$ cat src/rtl/pueo_clk_phase_tracker_if.sv
// Port bundle for pueo_clk_phase_tracker: toggle/clear in,
// phase, lock and error status out.
interface pueo_clk_phase_tracker_if #(
   parameter int PERIOD    = 4,
   parameter int ERR_WIDTH = 8
);
   localparam int PW = $clog2(PERIOD);

   logic                 toggle_i;
   logic                 err_clr_i;
   logic                 sync_o;
   logic [PW-1:0]        phase_o;
   logic                 locked_o;
   logic                 slip_o;
   logic [ERR_WIDTH-1:0] err_count_o;

   modport master (
      output toggle_i,
      output err_clr_i,
      input  sync_o,
      input  phase_o,
      input  locked_o,
      input  slip_o,
      input  err_count_o
   );

   modport slave (
      input  toggle_i,
      input  err_clr_i,
      output sync_o,
      output phase_o,
      output locked_o,
      output slip_o,
      output err_count_o
   );
endinterface

$ cat src/rtl/pueo_clk_phase_tracker.sv
// Recovers the syncclk phase of clk from an asynchronous toggle and
// qualifies it with a HUNT/TRACK/LOCKED flywheel.
module pueo_clk_phase_tracker #(
   parameter int PERIOD      = 4,
   parameter int SYNC_STAGES = 3,
   parameter int DELAY       = 4,
   parameter int LOCK_COUNT  = 16,
   parameter int MISS_TOL    = 2,
   parameter int ERR_WIDTH   = 8
) (
   input logic                 clk,
   input logic                 rst,
   pueo_clk_phase_tracker_if.slave bus
);
   localparam int PW = $clog2(PERIOD);
   localparam int GW = $clog2(LOCK_COUNT + 1);
   localparam int MW = $clog2(MISS_TOL + 1);

   typedef enum logic [1:0] {
      HUNT   = 2'd0,
      TRACK  = 2'd1,
      LOCKED = 2'd2
   } state_e;

   (* ASYNC_REG = "TRUE" *)
   logic [SYNC_STAGES-1:0] sync_q;
   logic                   edge_q;
   logic [PW-1:0]          ph_q, ph_d;
   state_e                 state_q, state_d;
   logic [GW-1:0]          good_q, good_d;
   logic [MW-1:0]          miss_q, miss_d;
   logic [DELAY-1:0]       sp_q;
   logic [DELAY-1:0][PW-1:0] pp_q;
   logic                   locked_q;
   logic                   slip_q, slip_d;
   logic [ERR_WIDTH-1:0]   err_q, err_d;

   logic          realign;
   logic          ph_zero;
   logic          active;
   logic [PW-1:0] cur_ph;
   logic          sync_raw;
   logic [PW-1:0] phase_raw;

   assign ph_zero = (ph_q == '0);

   always_comb begin
      state_d = state_q;
      good_d  = good_q;
      miss_d  = miss_q;
      slip_d  = 1'b0;
      realign = 1'b0;
      unique case (state_q)
         HUNT: begin
            if (edge_q) begin
               realign = 1'b1;
               good_d  = '0;
               state_d = TRACK;
            end
         end
         TRACK: begin
            unique case (1'b1)
               edge_q && ph_zero: begin
                  if (good_q == GW'(LOCK_COUNT - 1)) begin
                     good_d  = '0;
                     state_d = LOCKED;
                  end else begin
                     good_d = good_q + 1'b1;
                  end
               end
               edge_q && !ph_zero: begin
                  slip_d  = 1'b1;
                  realign = 1'b1;
                  good_d  = '0;
               end
               !edge_q && ph_zero: begin
                  slip_d  = 1'b1;
                  state_d = HUNT;
               end
               default: ;
            endcase
         end
         LOCKED: begin
            // Flywheel: edges only confirm or flag, never realign.
            unique case (1'b1)
               edge_q && ph_zero: miss_d = '0;
               !edge_q && ph_zero: begin
                  slip_d = 1'b1;
                  if (miss_q == MW'(MISS_TOL - 1)) begin
                     miss_d  = '0;
                     state_d = HUNT;
                  end else begin
                     miss_d = miss_q + 1'b1;
                  end
               end
               edge_q && !ph_zero: slip_d = 1'b1;
               default: ;
            endcase
         end
         default: state_d = HUNT;
      endcase
   end

   always_comb begin
      cur_ph    = realign ? '0 : ph_q;
      active    = (state_q != HUNT) || edge_q;
      sync_raw  = active && (cur_ph == '0);
      phase_raw = active ? cur_ph : '0;
      if (realign)
         ph_d = PW'(1);
      else if (ph_q == PW'(PERIOD - 1))
         ph_d = '0;
      else
         ph_d = ph_q + 1'b1;
      // Clear wins over a coincident increment.
      if (bus.err_clr_i)
         err_d = '0;
      else if (slip_d && (err_q != '1))
         err_d = err_q + 1'b1;
      else
         err_d = err_q;
   end

   always_ff @(posedge clk) begin
      if (rst) begin
         sync_q   <= '0;
         edge_q   <= 1'b0;
         ph_q     <= '0;
         state_q  <= HUNT;
         good_q   <= '0;
         miss_q   <= '0;
         sp_q     <= '0;
         pp_q     <= '0;
         locked_q <= 1'b0;
         slip_q   <= 1'b0;
         err_q    <= '0;
      end else begin
         sync_q[0] <= bus.toggle_i;
         for (int i = 1; i < SYNC_STAGES; i++)
            sync_q[i] <= sync_q[i-1];
         edge_q   <= sync_q[SYNC_STAGES-1] ^ sync_q[SYNC_STAGES-2];
         ph_q     <= ph_d;
         state_q  <= state_d;
         good_q   <= good_d;
         miss_q   <= miss_d;
         sp_q[0]  <= sync_raw;
         pp_q[0]  <= phase_raw;
         for (int i = 1; i < DELAY; i++) begin
            sp_q[i] <= sp_q[i-1];
            pp_q[i] <= pp_q[i-1];
         end
         locked_q <= (state_d == LOCKED);
         slip_q   <= slip_d;
         err_q    <= err_d;
      end
   end

   assign bus.sync_o      = sp_q[DELAY-1];
   assign bus.phase_o     = pp_q[DELAY-1];
   assign bus.locked_o    = locked_q;
   assign bus.slip_o      = slip_q;
   assign bus.err_count_o = err_q;
endmodule

$ cat src/flat_wrapper.sv
// flat-port wrapper written by rule: the top's interface ports become plain ports
module pueo_clk_phase_tracker_flat 
#(
   parameter int PERIOD      = 4,
   parameter int SYNC_STAGES = 3,
   parameter int DELAY       = 4,
   parameter int LOCK_COUNT  = 16,
   parameter int MISS_TOL    = 2,
   parameter int ERR_WIDTH   = 8
)
  (clk, rst, bus_toggle_i, bus_err_clr_i, bus_sync_o, bus_phase_o, bus_locked_o, bus_slip_o, bus_err_count_o);
  pueo_clk_phase_tracker_if #(.PERIOD(PERIOD), .ERR_WIDTH(ERR_WIDTH)) bus_i ();
  input logic clk;
  input logic rst;
  input wire logic [$bits(bus_i.toggle_i)-1:0] bus_toggle_i;
  input wire logic [$bits(bus_i.err_clr_i)-1:0] bus_err_clr_i;
  output wire logic [$bits(bus_i.sync_o)-1:0] bus_sync_o;
  output wire logic [$bits(bus_i.phase_o)-1:0] bus_phase_o;
  output wire logic [$bits(bus_i.locked_o)-1:0] bus_locked_o;
  output wire logic [$bits(bus_i.slip_o)-1:0] bus_slip_o;
  output wire logic [$bits(bus_i.err_count_o)-1:0] bus_err_count_o;
  assign bus_i.toggle_i = bus_toggle_i;
  assign bus_i.err_clr_i = bus_err_clr_i;
  assign bus_sync_o = bus_i.sync_o;
  assign bus_phase_o = bus_i.phase_o;
  assign bus_locked_o = bus_i.locked_o;
  assign bus_slip_o = bus_i.slip_o;
  assign bus_err_count_o = bus_i.err_count_o;
  pueo_clk_phase_tracker #(.PERIOD(PERIOD), .SYNC_STAGES(SYNC_STAGES), .DELAY(DELAY), .LOCK_COUNT(LOCK_COUNT), .MISS_TOL(MISS_TOL), .ERR_WIDTH(ERR_WIDTH)) u_core (.clk(clk), .rst(rst), .bus(bus_i));
endmodule
$ cat config.mk
export PLATFORM = sky130hd
export DESIGN_NAME = pueo_clk_phase_tracker_flat
export DESIGN_NICKNAME = d
export VERILOG_FILES = /design/src/rtl/pueo_clk_phase_tracker_if.sv /design/src/rtl/pueo_clk_phase_tracker.sv /design/src/flat_wrapper.sv
export SDC_FILE = /design/constraint.sdc
export NUM_CORES = 1
export LEC_CHECK = 0
export ABC_AREA = 0
export BUFFER_PORTS_ARGS = -buffer_cell sky130_fd_sc_hd__buf_2
export CELL_PAD_IN_SITES_DETAIL_PLACEMENT = 0
export CELL_PAD_IN_SITES_GLOBAL_PLACEMENT = 1
export CORE_ASPECT_RATIO = 1.5
export CORE_MARGIN = 2
export CORE_UTILIZATION = 47
export DETAILED_ROUTE_END_ITERATION = 10
export PLACE_DENSITY = 0.86
export SYNTH_ARGS = -nofsm -noshare
export SYNTH_HDL_FRONTEND = slang
export SYNTH_SLANG_ARGS = --single-unit
export TNS_END_PERCENT = 50
$ cat constraint.sdc
create_clock -name clk -period 3.4 [get_ports clk]
set_clock_uncertainty 0.15 [all_clocks]
set_input_delay 0.17 -clock clk [delete_from_list [all_inputs] [get_ports clk]]
set_output_delay 0.17 -clock clk [all_outputs]
set_load 0.1 [all_outputs]
==> out/qor.csv, run 1 <==
stage,metric,value,unit
logic_synthesis,syn_avg_cell_area,9.708,um^2
critical_path,crit_type,reg -> reg,
logic_synthesis,ys.flop_type,dfxtp_1,
placed_design,gp_congestion,0.7854,
floorplan,fp.dieW,51.23,um
sta,slew_headroom,0.6767,
critical_path,r2r_cells,7,
logic_synthesis,ys_types,44,
sta,setup_violations,0,
critical_path,cp_slowest_cell,or3_2,
power_and_ir_drop,pwr-share-comb,0.072,
floorplan,dieArea,3835,um^2
global_routing,use_met1,0.1734,
global_routing,grt_use_total,0.1749,
critical_path,critPathTopFamily,simple AND/OR/NAND/NOR gates,
global_routing,met2_usage,0.3304,
worst_hold_path,hold_depth,4,
power_and_ir_drop,p_leak,0.7301,nW
cts,numCtsBuffers,5,
floorplan,rows,25,
cts,clock-root-buffer,clkbuf_8,
drt,wl,2966,um
global_routing,grt_max_degree,30,
sta,fin_crit_sh,0.6912,
sta,fin_tns_setup,0,ps
global_routing,grt_use_met3,0.04762,
critical_path,start_kind,register,
finish,syn_to_final_growth,14.32,%
drt,remaining_drc_errors,0,
worst_hold_path,hold_path_class,in -> reg,
power_and_ir_drop,seqPwrFrac,0.501,
sta,finalMaxSlewViolations,0,
power_and_ir_drop,internal_power,684.8,uW
drt,drtIter0Drc,28,
placed_design,hpwl,2144,um
run,cap_violations,0,
power_and_ir_drop,power.net_switching,207.9,uW
logic_synthesis,ys_ff_latch,37,
finish,n_antenna_cell,0,
critical_path,setup.worst_path.end_class,register,
power_and_ir_drop,p_sw_frac,0.2329,
finish,final_common_cell,dfxtp_1,
logic_synthesis,ys_seq_area_frac,0.4710,
logic_synthesis,synth_fp_nets,177,
sta,fmax,425.5,MHz
finish,final_nets,195,
placed_design,dpl_cell_area,1673,um^2
logic_synthesis,synthArstFlopShare,0,
finish,fin_area,1798,um^2
critical_path,cp_common_cell,ha_1,
placed_design,place_inst,212,
power_and_ir_drop,clkPwrFrac,0.427,
placed_design,dpl_worst_slack,1100,ps
finish,finalNonFillerCells,221,
worst_hold_path,min_to,u_core.bus.err_count_o[1],
logic_synthesis,ys.warnings.count,0,
cts,tritoncts,yes,
critical_path,crit_arrival,2420,ps
placed_design,io_buffers,16,
sta,worstMarginPinSlew,488.3,ps
sta,whs,69.82,ps
logic_synthesis,syn_inst,162,
finish,nFillCells,313,
status,status,completed,
finish,final_cell_mix,"dfxtp_1 (37), buf_2 (16), nor2b_1 (15)",
drt,num_vias,1244,
drt,post_drt_wl_per_cell,13.42,um
logic_synthesis,synth_edf_count,0,
floorplan,io_pins,17,
critical_path,r2r_setup_slack,1050,ps
critical_path,crit_chain,"inv_1, ha_1, ha_1, nor2b_1, nand4_1, or3_2, a21oi_1",
critical_path,crit_path_max_incr_delay,460,ps
power_and_ir_drop,irDropWorstVdd,0.0003055,V
power_and_ir_drop,power_density,496.5,nW/um^2
global_routing,grt_pass1_vias,1118,
floorplan,die_h,74.85,um
cts,clkTransAtPathRegs,70,ps
drt,postRouteAntennaNets,0,
global_routing,grt_overflow_total,0,
drt,drt_first_pass_iters,4,
critical_path,path_buf_inv,1,
critical_path,critPathMaxFanout,7,
cts,clock-sinks,37,
floorplan,core,3191,um^2
sta,worst_slack,1050,ps
sta,finalHoldViolations,0,
cts,clockBufferDepth,2,
sta,rsz0062_at_grt,no,
finish,drive_above_1_share,0.1768,
logic_synthesis,synth_area,1573,um^2
critical_path,worstPathRequired,3470,ps
floorplan,initial_core_util,0.4929,
critical_path,r2r-start,u_core.ph_q[0],
cts,clock_latency,290,ps
global_routing,grt_pass1_wl,4926,um
worst_hold_path,holdCritStartpoint,bus_err_clr_i,
critical_path,reg2reg_to,u_core.bus.err_count_o[3],
global_routing,grt-busiest-layer,met2,
drt,avgViaCountPerCell,5.629,
global_routing,antenna_found_initial,0,
cts,htree_levels,2,
sta,fin_crit,2350,ps
==> cells in the mapped netlist (all sizes together), types with 2 or more instances <==
cell,count,share of area
a211oi,3,0.014
a21oi,13,0.041
and2,3,0.012
and3,2,0.011
buf,3,0.012
clkbuf,3,0.0072
dfxtp,37,0.47
ha,11,0.088
inv,7,0.017
nand2,6,0.014
nand2b,3,0.014
nand3,6,0.019
nand4,2,0.0080
nor2,8,0.019
nor2b,15,0.060
nor3,2,0.0064
nor3b,3,0.014
nor4,2,0.0080
o21ai,6,0.019
o31ai,2,0.0095
or2,2,0.0080
or3,2,0.0088
or4,4,0.019
==> state kept, by name, indices dropped and copies added, names as in the netlist <==
signal,cells
u_core.edge_q,1
u_core.state_q,2
u_core.ph_q,2
u_core.good_q,5
u_core.miss_q,2
u_core.bus.err_count_o,8
u_core.sync_q,3
u_core.bus.phase_o,2
u_core.bus.locked_o,1
u_core.sp_q,4
u_core.pp_q,6
u_core.bus.slip_o,1
==> per-layer routing <==
layer	part of all wire	wire length [um]	vias to the layer above
met2	0.55	1621	21
met4	0.021	63	0
met5	0	0	-
li1	-	-	613
met3	0.033	99	5
met1	0.40	1182	605
==> through the flow <==
stage,util,power (mW)
global route,0.5635,0.9271
global placement,0.5243,0.5180
floorplan,-,0.5061
finish,0.5635,0.8927
detailed placement,0.5243,0.5200
CTS,0.5635,0.9017
==> power by group through the flow <==
stage | registers, mW | clock network, mW | logic (mW)
4_1_cts | 0.447 | 0.390 | 0.0646
6_report | 0.447 | 0.381 | 0.0642
2_1_floorplan | 0.460 | 0 | 0.0464
3_3_place_gp | 0.456 | 0 | 0.0616
3_5_place_dp | 0.457 | 0 | 0.0629
5_1_grt | 0.448 | 0.405 | 0.0743
==> tightest hold or removal path, delay by kind of cell <==
kind	cells	cell delay [ps]
and+or+nand+nor	2	150
AOI/OAI and AO/OA	1	60
buffers and inverters	1	80
==> cell type report <==
class                   count  area, um^2  area share
clock buffers               5       68.82     0.03827
well taps                  40       50.05     0.02784
flip-flops and latches     37       740.7      0.4120
repair buffers             17       90.09     0.05010
inverters                   7       26.28     0.01461
clock inverters             3       46.29     0.02575
multi-input cells         112       775.7      0.4315
==> repair_timing <==
action	4_1_cts	5_1_grt
hold buffers	1	0
endpoints found under the setup margin	0	0
gates resized for setup	0	0
hold endpoints to repair	1	0
buffers inserted	0	0
==> kinds of logic after synthesis <==
family / count (synthesis) / share of synthesized area
xor gates and xnor gates: 2 / 0.01114
and+or+nand+nor: 66 / 0.2538
adders and majority gates: 11 / 0.08751
buffers and inverters: 13 / 0.03580
AOI/OAI and AO/OA: 32 / 0.1344
muxes: 1 / 0.006365
DFF: 37 / 0.4710
==> worst max path at each step <==
| stage | start | endpoint | slack (ps) | depth (start not counted) |
|---|---|---|---|---|
| 3_3_place_gp | u_core.ph_q[0] | u_core.bus.err_count_o[3] | 1190 | 7 |
| 2_1_floorplan | u_core.bus.err_count_o[0] | u_core.bus.err_count_o[4] | 1100 | 5 |
| 6_report | u_core.ph_q[0] | u_core.bus.err_count_o[3] | 1050 | 7 |
| 3_5_place_dp | u_core.ph_q[0] | u_core.bus.err_count_o[3] | 1100 | 7 |
| 4_1_cts | u_core.ph_q[0] | u_core.bus.err_count_o[3] | 1060 | 7 |
| 5_1_grt | u_core.ph_q[0] | u_core.bus.err_count_o[5] | 880 | 7 |
(Power assumes the default switching activity.)
==> inputs of run 2 (changes only) <==
Settings changed: CORE_UTILIZATION 47 to 44, PLACE_DENSITY 0.86 to 0.81.
Clock period 3.4 ns to 2.4 ns, I/O delays scaled along.
==> out/qor.csv, run 2 (synthesis results as in run 1) <==
stage,metric,value,unit,change
sta,fin_crit_sh,0.9339,,+0.2427
sta,finalMaxSlewViolations,0,,unchanged
sta,fmax,446.2,MHz,+4.9%
critical_path,critPathMaxFanout,8,,+1
power_and_ir_drop,power,1.252,mW,+40%
cts,postCtsSetupBuffers,0,,unchanged
drt,postRouteAntennaNets,0,,unchanged
global_routing,grt_max_degree,30,,unchanged
floorplan,fp.dieW,52.82,um,+3.1%
sta,worstMarginPinSlew,492.4,ps,+4.127 ps
critical_path,r2r_setup_slack,160,ps,-890 ps
cts,tritoncts,yes,,
global_routing,grt_pass1_vias,1204,,+7.7%
critical_path,start_kind,register,,
placed_design,io_buffers,16,,unchanged
finish,final_common_cell,dfxtp_1,,
sta,finalHoldViolations,0,,unchanged
floorplan,core,3416,um^2,+7.1%
power_and_ir_drop,power_density,692.5,nW/um^2,+39%
cts,clkTransAtPathRegs,70,ps,about the same
drt,drtIter0Drc,15,,-46%
global_routing,grt_pass1_wl,5292,um,+7.4%
floorplan,die_h,77.23,um,+3.2%
global_routing,grt_overflow_total,0,,unchanged
cts,htree_levels,2,,unchanged
critical_path,setup.worst_path.end_class,register,,
drt,remaining_drc_errors,0,,unchanged
finish,fin_util,0.5293,,-0.03422
drt,drt_first_pass_iters,4,,unchanged
sta,worst_slack,158.6,ps,-891.2 ps
placed_design,dpl_worst_slack,156.4,ps,-943.6 ps
drt,wl,2998,um,+1.1%
critical_path,crit_start,u_core.ph_q[1],,
floorplan,initial_core_util,0.4604,,-0.03250
cts,numCtsBuffers,5,,unchanged
cts,clock-root-buffer,clkbuf_8,,
finish,largest_reg_flops,8,,unchanged
floorplan,io_pins,17,,unchanged
placed_design,hpwl,2123,um,-0.94%
sta,slew_headroom,0.6717,,-0.004991
worst_hold_path,hold_path_class,in -> reg,,
critical_path,worstPathRequired,2460,ps,-1010 ps
floorplan,rows,26,,+4.0%
finish,drive_above_1_share,0.1813,,+0.004523
finish,final_cell_mix,"dfxtp_1 (36), buf_2 (16), nor2b_1 (15)",,
critical_path,crit_arrival,2310,ps,-110 ps
finish,fin_area,1808,um^2,+0.56%
placed_design,gp_congestion,0.7922,,+0.87%
critical_path,r2r-start,u_core.ph_q[1],,
drt,post_drt_wl_per_cell,13.38,um,-0.27%
critical_path,crit_type,reg -> reg,,
drt,avgViaCountPerCell,5.366,,-4.7%
cts,clock-sinks,37,,unchanged
cts,clock_latency,290,ps,about the same
placed_design,dpl_cell_area,1683,um^2,+0.60%
sta,rsz0062_at_grt,no,,
critical_path,reg2reg_to,u_core.good_q[3],,
status,status,completed,,
drt,num_vias,1202,,-3.4%
power_and_ir_drop,irDropWorstVdd,0.0004836,V,+58%
worst_hold_path,hold_depth,2,,-2
power_and_ir_drop,p_leak,0.7396,nW,+1.3%
critical_path,r2r_cells,8,,+1
finish,final_nets,197,,+1.0%
sta,fin_crit,2241,ps,-108.8 ps
floorplan,dieArea,4079,um^2,+6.4%
cts,clockBufferDepth,2,,unchanged
run,cap_violations,0,,unchanged
finish,syn_to_final_growth,14.96,%,
sta,fin_tns_setup,0,ps,unchanged
global_routing,grt_use_total,0.1731,,-0.001785
critical_path,crit_end,u_core.good_q[3],,
global_routing,antenna_found_initial,0,,unchanged
finish,n_antenna_cell,0,,unchanged
sta,setup_violations,0,,unchanged
[run 2: changes by cell type in the layout (fill, tap and decap cells not counted), sizes merged]
cell	delta
buf	+1
clkinvlp	-1
dlygate4sd3	+1
[run 2: per-stage QoR]
step                std cells  hold WS (ps)
finish                    224         130.7
global route              224         155.5
CTS                       224         131.1
detailed placement        215         197.9
global placement          215         187.6
floorplan                 162         98.18
[run 2: worst min-delay path by stage]
stage	startpoint	endpoint
2_1_floorplan	bus_toggle_i	u_core.sync_q[0]
3_3_place_gp	bus_toggle_i	u_core.sync_q[0]
3_5_place_dp	bus_toggle_i	u_core.sync_q[0]
4_1_cts	rst	u_core.good_q[1]
5_1_grt	rst	u_core.bus.phase_o[1]
6_report	rst	u_core.good_q[1]
[run 2: timing repair]
item                                    CTS  global route
resized for setup                         0             1
endpoints found under the setup margin    0             1
hold buffers                              2             0
endpoints found under the hold margin     2             0
[run 2: where the power goes]
part           leakage [nW]  switching (mW)  internal (mW)
registers             0.300         0.00850          0.625
logic                 0.386          0.0566         0.0363
clock network        0.0540           0.223          0.302
total                 0.740           0.288          0.964
[run 2: metal layers]
layer / GRT usage / wire length, um
met2: 0.2938 / 1601
met5: 0 / 0
met1: 0.1835 / 1216
met4: 0.09744 / 78
met3: 0.04864 / 102
[run 2: critical path, stage by stage (launching register included)]
cell      delay (ps)
dfxtp_1          370
inv_1             60
ha_1             250
inv_1            100
ha_1             210
nand2b_2         190
o221ai_2         180
or4_1            500
a21oi_1          150
[run 2: area by class of cell]
class	instances	area, um^2
clock inverters	2	35.03
repair buffers	19	107.6
well taps	42	52.55
multi-input cells	112	775.7
clock buffers	5	68.82
flip-flops and latches	37	742.0
inverters	7	26.28
fillers	342	1608
